<file path="config.mk">
export PLATFORM = sky130hd
export DESIGN_NAME = tab_table_loader
export DESIGN_NICKNAME = d
export VERILOG_FILES = /design/src/rtl/tab_hash_pkg.sv /design/src/rtl/tab_wr_stage.sv /design/src/rtl/tab_table_loader.sv
export SDC_FILE = /design/constraint.sdc
export NUM_CORES = 1
export LEC_CHECK = 0
export BUFFER_PORTS_ARGS = -buffer_cell sky130_fd_sc_hd__buf_2
export CAP_MARGIN = 30
export CORE_UTILIZATION = 50
export CTS_BUF_LIST = sky130_fd_sc_hd__clkbuf_16
export CTS_CLUSTER_SIZE = 20
export DETAILED_ROUTE_END_ITERATION = 16
export GPL_ROUTABILITY_DRIVEN = 0
export GPL_TIMING_DRIVEN = 0
export HOLD_SLACK_MARGIN = 0.08
export PLACE_DENSITY = 0.79
export SYNTH_ARGS = -nofsm -noshare
export SYNTH_HDL_FRONTEND = slang
export SYNTH_SLANG_ARGS = --single-unit
</file>
<file path="constraint.sdc">
create_clock -name clk -period 2.1 [get_ports clk]
set_input_delay 0.315 -clock clk [delete_from_list [all_inputs] [get_ports clk]]
set_output_delay 0.315 -clock clk [all_outputs]
set_load 0.005 [all_outputs]
</file>
<file path="src/rtl/tab_hash_pkg.sv">
`default_nettype none
// ============================================================================
// Module      : tab_hash_pkg
// Description : Shared definitions for the tabulation-hash table, its loader
//               and the hash datapath.
//               - Default table geometry, so every unit agrees on it.
//               - Loader FSM state encoding.
// Revision    : 1.0 - initial release
// ============================================================================
package tab_hash_pkg;

  // Default table geometry.
  localparam int unsigned TAB_NLOC  = 256;
  localparam int unsigned TAB_DBITS = 32;

  // Loader FSM states.
  typedef enum logic [1:0] {
    IDLE = 2'd0,
    LOAD = 2'd1,
    DONE = 2'd2
  } load_state_e;

endpackage : tab_hash_pkg
`default_nettype wire

</file>
<file path="src/rtl/tab_wr_stage.sv">
`default_nettype none
// ============================================================================
// Module      : tab_wr_stage
// Description : Registered table write port. It captures one write request
//               and presents it to the table storage on the next cycle.
//               Address and data hold between writes; only the enable
//               pulses.
// Ports       :
//   clk      in   clock, rising edge
//   rst_n    in   asynchronous active-low reset
//   wr_i     in   write request this cycle
//   addr_i   in   [AW-1:0]  write address
//   data_i   in   [Dbits-1:0] write data
//   we_o     out  registered write enable
//   addr_o   out  registered write address
//   data_o   out  registered write data
// Revision    : 1.0 - initial release
// ============================================================================
module tab_wr_stage #(
  parameter int unsigned AW    = 8,
  parameter int unsigned Dbits = 32
) (
  input  logic             clk,
  input  logic             rst_n,
  input  logic             wr_i,
  input  logic [AW-1:0]    addr_i,
  input  logic [Dbits-1:0] data_i,
  output logic             we_o,
  output logic [AW-1:0]    addr_o,
  output logic [Dbits-1:0] data_o
);

  logic             we_q;
  logic [AW-1:0]    addr_q;
  logic [Dbits-1:0] data_q;

  always_ff @(posedge clk or negedge rst_n) begin
    if (!rst_n) begin
      we_q   <= 1'b0;
      addr_q <= '0;
      data_q <= '0;
    end else begin
      we_q <= wr_i;
      // Address and data are captured only on a write. The table sees
      // stable values when the enable is low.
      if (wr_i) begin
        addr_q <= addr_i;
        data_q <= data_i;
      end
    end
  end

  assign we_o   = we_q;
  assign addr_o = addr_q;
  assign data_o = data_q;

endmodule : tab_wr_stage
`default_nettype wire

</file>
<file path="src/rtl/tab_table_loader.sv">
`default_nettype none
// ============================================================================
// Module      : tab_table_loader
// Description : Writer side of the tabulation-hash static table. It accepts
//               a valid/ready stream of entries and writes them to addresses
//               0..Nloc-1 in order through a registered write port. It also
//               tracks progress, accumulates an XOR checksum and flags
//               completion.
// Ports       :
//   clk           in   clock, rising edge
//   rst_n         in   asynchronous active-low reset
//   start         in   pulse; begins a fresh load at address 0
//   abort         in   pulse; cancels an in-progress load
//   s_valid       in   entry stream valid
//   s_data        in   [Dbits-1:0] entry value
//   s_ready       out  loader accepts an entry this cycle
//   tbl_we        out  table write enable (registered)
//   tbl_addr      out  [AW-1:0] table write address (registered)
//   tbl_wdata     out  [Dbits-1:0] table write data (registered)
//   busy          out  load in progress
//   done          out  sticky; the full table is loaded
//   loaded_count  out  [CW-1:0] entries accepted in the current/last load
//   checksum      out  [Dbits-1:0] XOR of the accepted entries
// Revision    : 1.0 - initial release
// ============================================================================
module tab_table_loader
  import tab_hash_pkg::*;
#(
  parameter  int unsigned Nloc  = TAB_NLOC,
  parameter  int unsigned Dbits = TAB_DBITS,
  localparam int unsigned AW    = $clog2(Nloc),
  localparam int unsigned CW    = $clog2(Nloc + 1)
) (
  input  logic             clk,
  input  logic             rst_n,
  input  logic             start,
  input  logic             abort,
  input  logic             s_valid,
  input  logic [Dbits-1:0] s_data,
  output logic             s_ready,
  output logic             tbl_we,
  output logic [AW-1:0]    tbl_addr,
  output logic [Dbits-1:0] tbl_wdata,
  output logic             busy,
  output logic             done,
  output logic [CW-1:0]    loaded_count,
  output logic [Dbits-1:0] checksum
);

  localparam logic [AW-1:0] LAST_ADDR = AW'(Nloc - 1);

  load_state_e      state_q, state_d;
  logic [AW-1:0]    ptr_q,   ptr_d;
  logic [CW-1:0]    cnt_q,   cnt_d;
  logic [Dbits-1:0] csum_q,  csum_d;
  logic             done_q,  done_d;

  logic accept;
  logic at_last;

  // Abort masks ready combinationally. An entry presented in the abort
  // cycle is therefore never taken and never written.
  assign s_ready = (state_q == LOAD) && !abort;
  assign accept  = s_valid && s_ready;
  assign at_last = (ptr_q == LAST_ADDR);

  // --------------------------------------------------------------------------
  // State register
  // --------------------------------------------------------------------------
  always_ff @(posedge clk or negedge rst_n) begin
    if (!rst_n) begin
      state_q <= IDLE;
      ptr_q   <= '0;
      cnt_q   <= '0;
      csum_q  <= '0;
      done_q  <= 1'b0;
    end else begin
      state_q <= state_d;
      ptr_q   <= ptr_d;
      cnt_q   <= cnt_d;
      csum_q  <= csum_d;
      done_q  <= done_d;
    end
  end

  // --------------------------------------------------------------------------
  // Next-state logic
  // --------------------------------------------------------------------------
  always_comb begin
    state_d = state_q;
    ptr_d   = ptr_q;
    cnt_d   = cnt_q;
    csum_d  = csum_q;
    done_d  = done_q;

    case (state_q)
      IDLE, DONE: begin
        // Abort is ignored here. Start begins a fresh load.
        if (start) begin
          state_d = LOAD;
          ptr_d   = '0;
          cnt_d   = '0;
          csum_d  = '0;
          done_d  = 1'b0;
        end
      end

      LOAD: begin
        // Start is ignored while loading. Abort keeps the partial count
        // and checksum for inspection.
        if (abort) begin
          state_d = IDLE;
        end else if (accept) begin
          cnt_d  = cnt_q + CW'(1);
          csum_d = csum_q ^ s_data;
          if (at_last) begin
            // The pointer stays on the last address rather than wrapping.
            // done rises together with the final registered write.
            state_d = DONE;
            done_d  = 1'b1;
          end else begin
            ptr_d = ptr_q + AW'(1);
          end
        end
      end

      default: begin
        state_d = IDLE;
      end
    endcase
  end

  // --------------------------------------------------------------------------
  // Registered write port: one table write per accepted entry, one cycle
  // later. The final write drains in the first DONE cycle.
  // --------------------------------------------------------------------------
  tab_wr_stage #(
    .AW    (AW),
    .Dbits (Dbits)
  ) u_wr_stage (
    .clk    (clk),
    .rst_n  (rst_n),
    .wr_i   (accept),
    .addr_i (ptr_q),
    .data_i (s_data),
    .we_o   (tbl_we),
    .addr_o (tbl_addr),
    .data_o (tbl_wdata)
  );

  assign busy         = (state_q == LOAD);
  assign done         = done_q;
  assign loaded_count = cnt_q;
  assign checksum     = csum_q;

endmodule : tab_table_loader
`default_nettype wire

</file>
==> results of run 1 <==
[through the flow]
| stage | instances | area [µm²] | hold slack [ns] |
|---|---|---|---|
| 6_report | 612 | 4890 | 0.204 |
| 5_1_grt | 612 | 4890 | 0.208 |
| 4_1_cts | 612 | 4890 | 0.200 |
| 3_5_place_dp | 595 | 4520 | 0.340 |
| 3_3_place_gp | 594 | 4490 | 0.452 |
| 2_1_floorplan | 374 | 3760 | 0.0194 |
[cells in the final DEF, fill, tap and decap left out, types with 2 or more instances in the layout]
master     synthesis  routed
or3_1              4       4
dfrtp_1           93      93
buf_2              7     127
nor2_1            41      41
o21ai_0            9       9
buf_4              1       2
clkinv_2           0       2
a21o_1             2       2
a21oi_1            4       4
bufinv_16          0       4
nand3_1           10      10
clkbuf_1           8       8
nand2_1          131     131
and3_1             2       2
clkbuf_16          0       9
nand2b_1           2       2
ha_1               2       2
xor2_1            36      36
nand4_1            4       4
o211ai_1           2       2
nor3_1             2       2
[final cells by class]
class                      instances  area, µm²  share of cell area [%]
sequential                        93       2330                    47.6
multi-input combinational        263       1340                    27.4
timing repair buffer             123        646                    13.2
clock buffer                       9        225                    4.61
clock inverter                     7        138                    2.81
tap                               99        124                    2.53
buffer                            16       72.6                    1.48
inverter                           2       20.0                   0.409
[Yosys cell counts, drive strengths merged, types with 2 or more instances]
cell type  number
o211ai          2
buf             8
nand4           4
xor2           36
a21o            2
nand2         131
nand3          11
nand2b          2
nor3            2
ha              2
a21oi           4
nor2           41
and3            2
or3             4
dfrtp          93
o21ai           9
clkbuf          8
[power by group through the flow]
| stage | sequential (mW) | clock (mW) | combinational [mW] |
|---|---|---|---|
| floorplan | 2.31 | 0 | 0.354 |
| global placement | 2.28 | 0 | 0.795 |
| global route | 2.31 | 2.04 | 0.943 |
| detailed placement | 2.29 | 0 | 0.833 |
| CTS | 2.27 | 1.97 | 0.837 |
| finish | 2.27 | 1.94 | 0.820 |
[what timing repair did]
action,in CTS,in global routing
gates resized for setup,0,0
setup buffers,0,0
hold buffers,1,0
hold endpoints to repair,42,0
[worst paths after layout]
kind,start,to,slack [ns],cells after the start
hold / removal,s_data[7],u_wr_stage.data_o[7],0.20,3
setup / recovery,ptr_q[0],ptr_q[6],0.32,5
hold reg to reg,u_wr_stage.addr_o[4],u_wr_stage.addr_o[4],0.47,2
setup reg to reg,ptr_q[0],ptr_q[6],0.32,5
max in group asynchronous,rst_n,checksum[23],0.96,3
min in group asynchronous,rst_n,u_wr_stage.addr_o[3],0.51,2
[per-layer routing]
metal  track usage (%)  up-vias
met5                 0        -
met4              8.80        0
met3              4.57       10
met2              36.2       96
met1              29.1     1457
li1                  -     1473
[tightest hold or removal path: cells and delay by family]
kind,cells,cell delay [ns]
and+or+nand+nor,2,0.12
buffers and inverters,1,0.07
[flip-flops by register name (all words and copies together), names as in the netlist]
| name | count |
|---|---|
| u_wr_stage.addr_o | 8 |
| ptr_q | 8 |
| u_wr_stage.data_o | 32 |
| loaded_count | 9 |
| state_q | 2 |
| u_wr_stage.we_o | 1 |
| checksum | 32 |
| done | 1 |
[cells by family (layout without fill, tap and decap cells)]
logic type	count (synthesis)	in the layout	share of synthesized area, %
buffers and inverters	18	157	2.46
adders and majority gates	2	2	0.666
DFF	93	93	61.9
AOI/OAI and AO/OA	23	23	4.43
xor gates and xnor gates	36	36	8.39
and+or+nand+nor	202	202	22.1
==> reports/results.ini, run 1 <==
[job]
maxCapViolations = 0

[cells_and_area]
antenna_cells = 0
drive_above_1_share_pct = 29.0
final_nets = 547
fillers = 613
areaGrowthSynthToFinish_pct = 30.1
post-route-util_pct = 67.4

[detailed_routing]
wl_met3_um = 511
wl_met2_um = 3850
antenna_left = 0
drt-total-wl_um = 8320
dr.pass1.iters = 4
wl_per_cell_um = 13.6
viasPerCell = 4.96
highest_layer = met4
drtIter0Drc = 116
m1WireLength_um = 3850
drc = 0
num_vias = 3036

[floorplanning]
rows = 31
fp.dieArea_um2 = 7870
fp.dieH_um = 88.7
start_util_pct = 51.8
io_pins = 122
die_x_um = 88.7
core_um2 = 7250

[setup_path]
path_buf_inv = 0
crit_chain = ha_1 -> nand4_1 -> o32ai_4 -> o21ai_0 -> a21oi_1
cp_data_arrival_time_ns = 2.03
criticalPathCategory = register to register
crit_family = compound AO/OA/AOI/OAI gates
endpoint_kind = register
cpMaxStageDelayCell = dfrtp_1
critPathRequiredTime_ns = 2.35
cp_max_fo = 10
start_kind = register
cp_slowest_stage_delay_ns = 0.45

[clocking]
numCtsBuffers = 9
clkLatencyLatePin_ns = 0.34
cts_tree = built
clockRootBuffer = clkbuf_16
cts_sinks = 93
clk_pin_slew_worst_paths_ns = 0.06
cts.htree.levels = 3
clock_path_buffers = 2

[pwr]
leakage_nw = 2.75
p_sw_mw = 1.30
pwr-share-comb_pct = 16.3
p_per_area_nw_per_um2 = 1030
peakVddDrop_uv = 604
p_int_mw = 3.74
sw_frac_of_total_pct = 25.7
clkPwrFrac_pct = 38.6
p_total_mw = 5.03
seqPwrFrac_pct = 45.1

[synth]
synth_top_area_cell = dfrtp_1
synth_seq_cells = 93
ys.flop_type = dfrtp_1
avgSynthCellArea_um2 = 10.0
yosysTopAreaCellShare_pct = 61.9
synthesis.area_um2 = 3760
synth_edf_count = 0
synth_nets = 413
synth_area_leaders = dfrtp_1, nand2_1, xor2_1
syn_inst = 374
synth.distinct_cells = 32
synthArstFlopShare_pct = 100
ys_warn_count = 0
ys_seq_area_share_pct = 61.9

[placed_design]
port_buffers = 121
dp_hpwl_um = 5850
pre_cts_slack_ns = 0.331

[timing]
tns_ns = 0
layout_setup_ws_ns = 0.320
clock_skew_ns = 0.00345
slew_viol_final = 0
setup_viol = 0
layout_min_cycle_time_ns = 1.78
rsz0062_at_grt = no
max_freq_mhz = 562
period_share_pct = 84.8
hold_viol = 0
worstMarginPinSlew_ns = 0.554
maxSlewHeadroom_pct = 63.1

[global_routing]
track_usage_pct = 22.1
overflow = 0
grt_pass1_wl_um = 13200
antenna_found_initial = 0
grt_pass1_vias = 2862
grt_max_degree = 52

[hold_path]
hold_class = input port to register

[outcome]
status = finished clean

Note: power is estimated with default switching activity, not from simulation.
==> run 2: changes to the inputs <==
clock period = 1.7 ns   (was 2.1 ns; I/O delays follow)
==> reports/results.ini, run 2 (synthesis gave the netlist of run 1 again) <==
[cells_and_area]
multi_input_area_um2 = 1370
final_cell_mix = nand2_1, buf_2, dfrtp_1, nor2_1, xor2_1
final_nets = 552
layout_commonest_cell = nand2_1
areaGrowthSynthToFinish_pct = 32.1
regArea_um2 = 2330
antenna_cells = 0
fillers = 601
drive_above_1_share_pct = 31.3

[clocking]
cts_sinks = 93
numCtsBuffers = 9
clk_pin_slew_worst_paths_ns = 0.07
cts.htree.levels = 3
clockRootBuffer = clkbuf_16
clkLatencyLatePin_ns = 0.34
cts_tree = built
clock_path_buffers = 2

[setup_path]
critPathRequiredTime_ns = 1.96
start_kind = register
criticalPathCategory = register to register
rr_startpoint = ptr_q[0]
cp_max_fo = 5
endpoint_kind = register
crit_start = ptr_q[0]
cp_data_arrival_time_ns = 1.87

[global_routing]
antenna_found_initial = 0
grt_pass1_vias = 2894
track_usage_pct = 22.4
grt_pass1_wl_um = 13300
grt_max_degree = 52
overflow = 0

[timing]
layout_min_cycle_time_ns = 1.62
slew_viol_final = 0
hold_viol = 0
layout_setup_ws_ns = 0.0846
whs_ns = 0.145
max_freq_mhz = 619
maxSlewHeadroom_pct = 62.1
worstMarginPinSlew_ns = 0.568
period_share_pct = 95.0
setup_viol = 0
rsz0062_at_grt = no
clock_skew_ns = 0.00476

[placed_design]
pre_cts_slack_ns = -0.0687
dp_hpwl_um = 5850
port_buffers = 121

[pwr]
p_per_area_nw_per_um2 = 1270
peakVddDrop_uv = 747
leakage_nw = 2.77

[hold_path]
hold_class = input port to register
min-delay-start = s_data[7]

[detailed_routing]
wl_per_cell_um = 13.8
drt-total-wl_um = 8490
drc = 0
num_vias = 3068
dr.pass1.iters = 4
antenna_left = 0
drtIter0Drc = 103
viasPerCell = 4.97

[floorplanning]
fp.dieArea_um2 = 7870
die_x_um = 88.7
rows = 31
fp.dieH_um = 88.7
start_util_pct = 51.8
io_pins = 122
core_um2 = 7250

[job]
maxCapViolations = 0

[outcome]
status = finished clean

[run 2: cell types whose count changed in the layout (fill, tap and decap cells not counted), sizes merged]
cell	previous run	this run
buf	130	135
[run 2: timing repair]
item	in CTS	in global routing
endpoints found under the hold margin	42	0
resized for setup	4	8
setup buffers	5	0
setup endpoints to repair	6	6
pin swaps	1	3
hold buffers	1	0
[run 2: final timing paths]
| check | to | slack, ns | cells after the start |
|---|---|---|---|
| setup / recovery | ptr_q[6] | 0.08 | 6 |
| hold / removal | u_wr_stage.data_o[7] | 0.15 | 3 |
| setup reg to reg | ptr_q[6] | 0.08 | 6 |
| hold reg to reg | u_wr_stage.addr_o[4] | 0.47 | 2 |
| max in group asynchronous | checksum[23] | 0.62 | 3 |
| min in group asynchronous | u_wr_stage.addr_o[3] | 0.44 | 2 |
[run 2: report_power, final]
| group | switching [mW] | internal, mW |
|---|---|---|
| clock | 0.824 | 1.58 |
| combinational | 0.585 | 0.509 |
| sequential | 0.223 | 2.57 |
[run 2: final cells by class]
| cell class | count | share of cell area [%] |
|---|---|---|
| well taps | 99 | 2.49 |
| flip-flops and latches | 93 | 46.9 |
| clock inverters | 7 | 2.77 |
| inverters | 2 | 0.403 |
| clock buffers | 9 | 4.54 |
| multi-input cells | 263 | 27.6 |
| plain buffers | 16 | 1.46 |
| repair buffers | 128 | 13.8 |
[run 2: worst max-delay path, stage by stage (launching register included)]
cell and delay (ns):
dfrtp_2 0.43, ha_4 0.18, nand4_1 0.19, o32ai_4 0.11
buf_6 0.14, or3_4 0.36, a21oi_2 0.13
[run 2: per-layer routing]
layer	global-route usage (%)	vias to the layer above	part of all wire, %
met4	8.65	0	1.5
met1	29.2	1468	45
li1	-	1485	-
met2	36.9	104	47
met5	0	-	0
met3	4.57	11	6.2
[run 2: metrics by stage]
stage	power [mW]	util, %	area [µm²]	setup TNS, ns	cells
finish	6.29	68.4	4960	0	617
global route	6.60	68.4	4960	0	617
CTS	6.31	68.0	4930	0	617
detailed placement	3.86	62.3	4520	-0.185	595
global placement	3.80	61.9	4490	-41.48	594
floorplan	3.29	-	3760	0	374
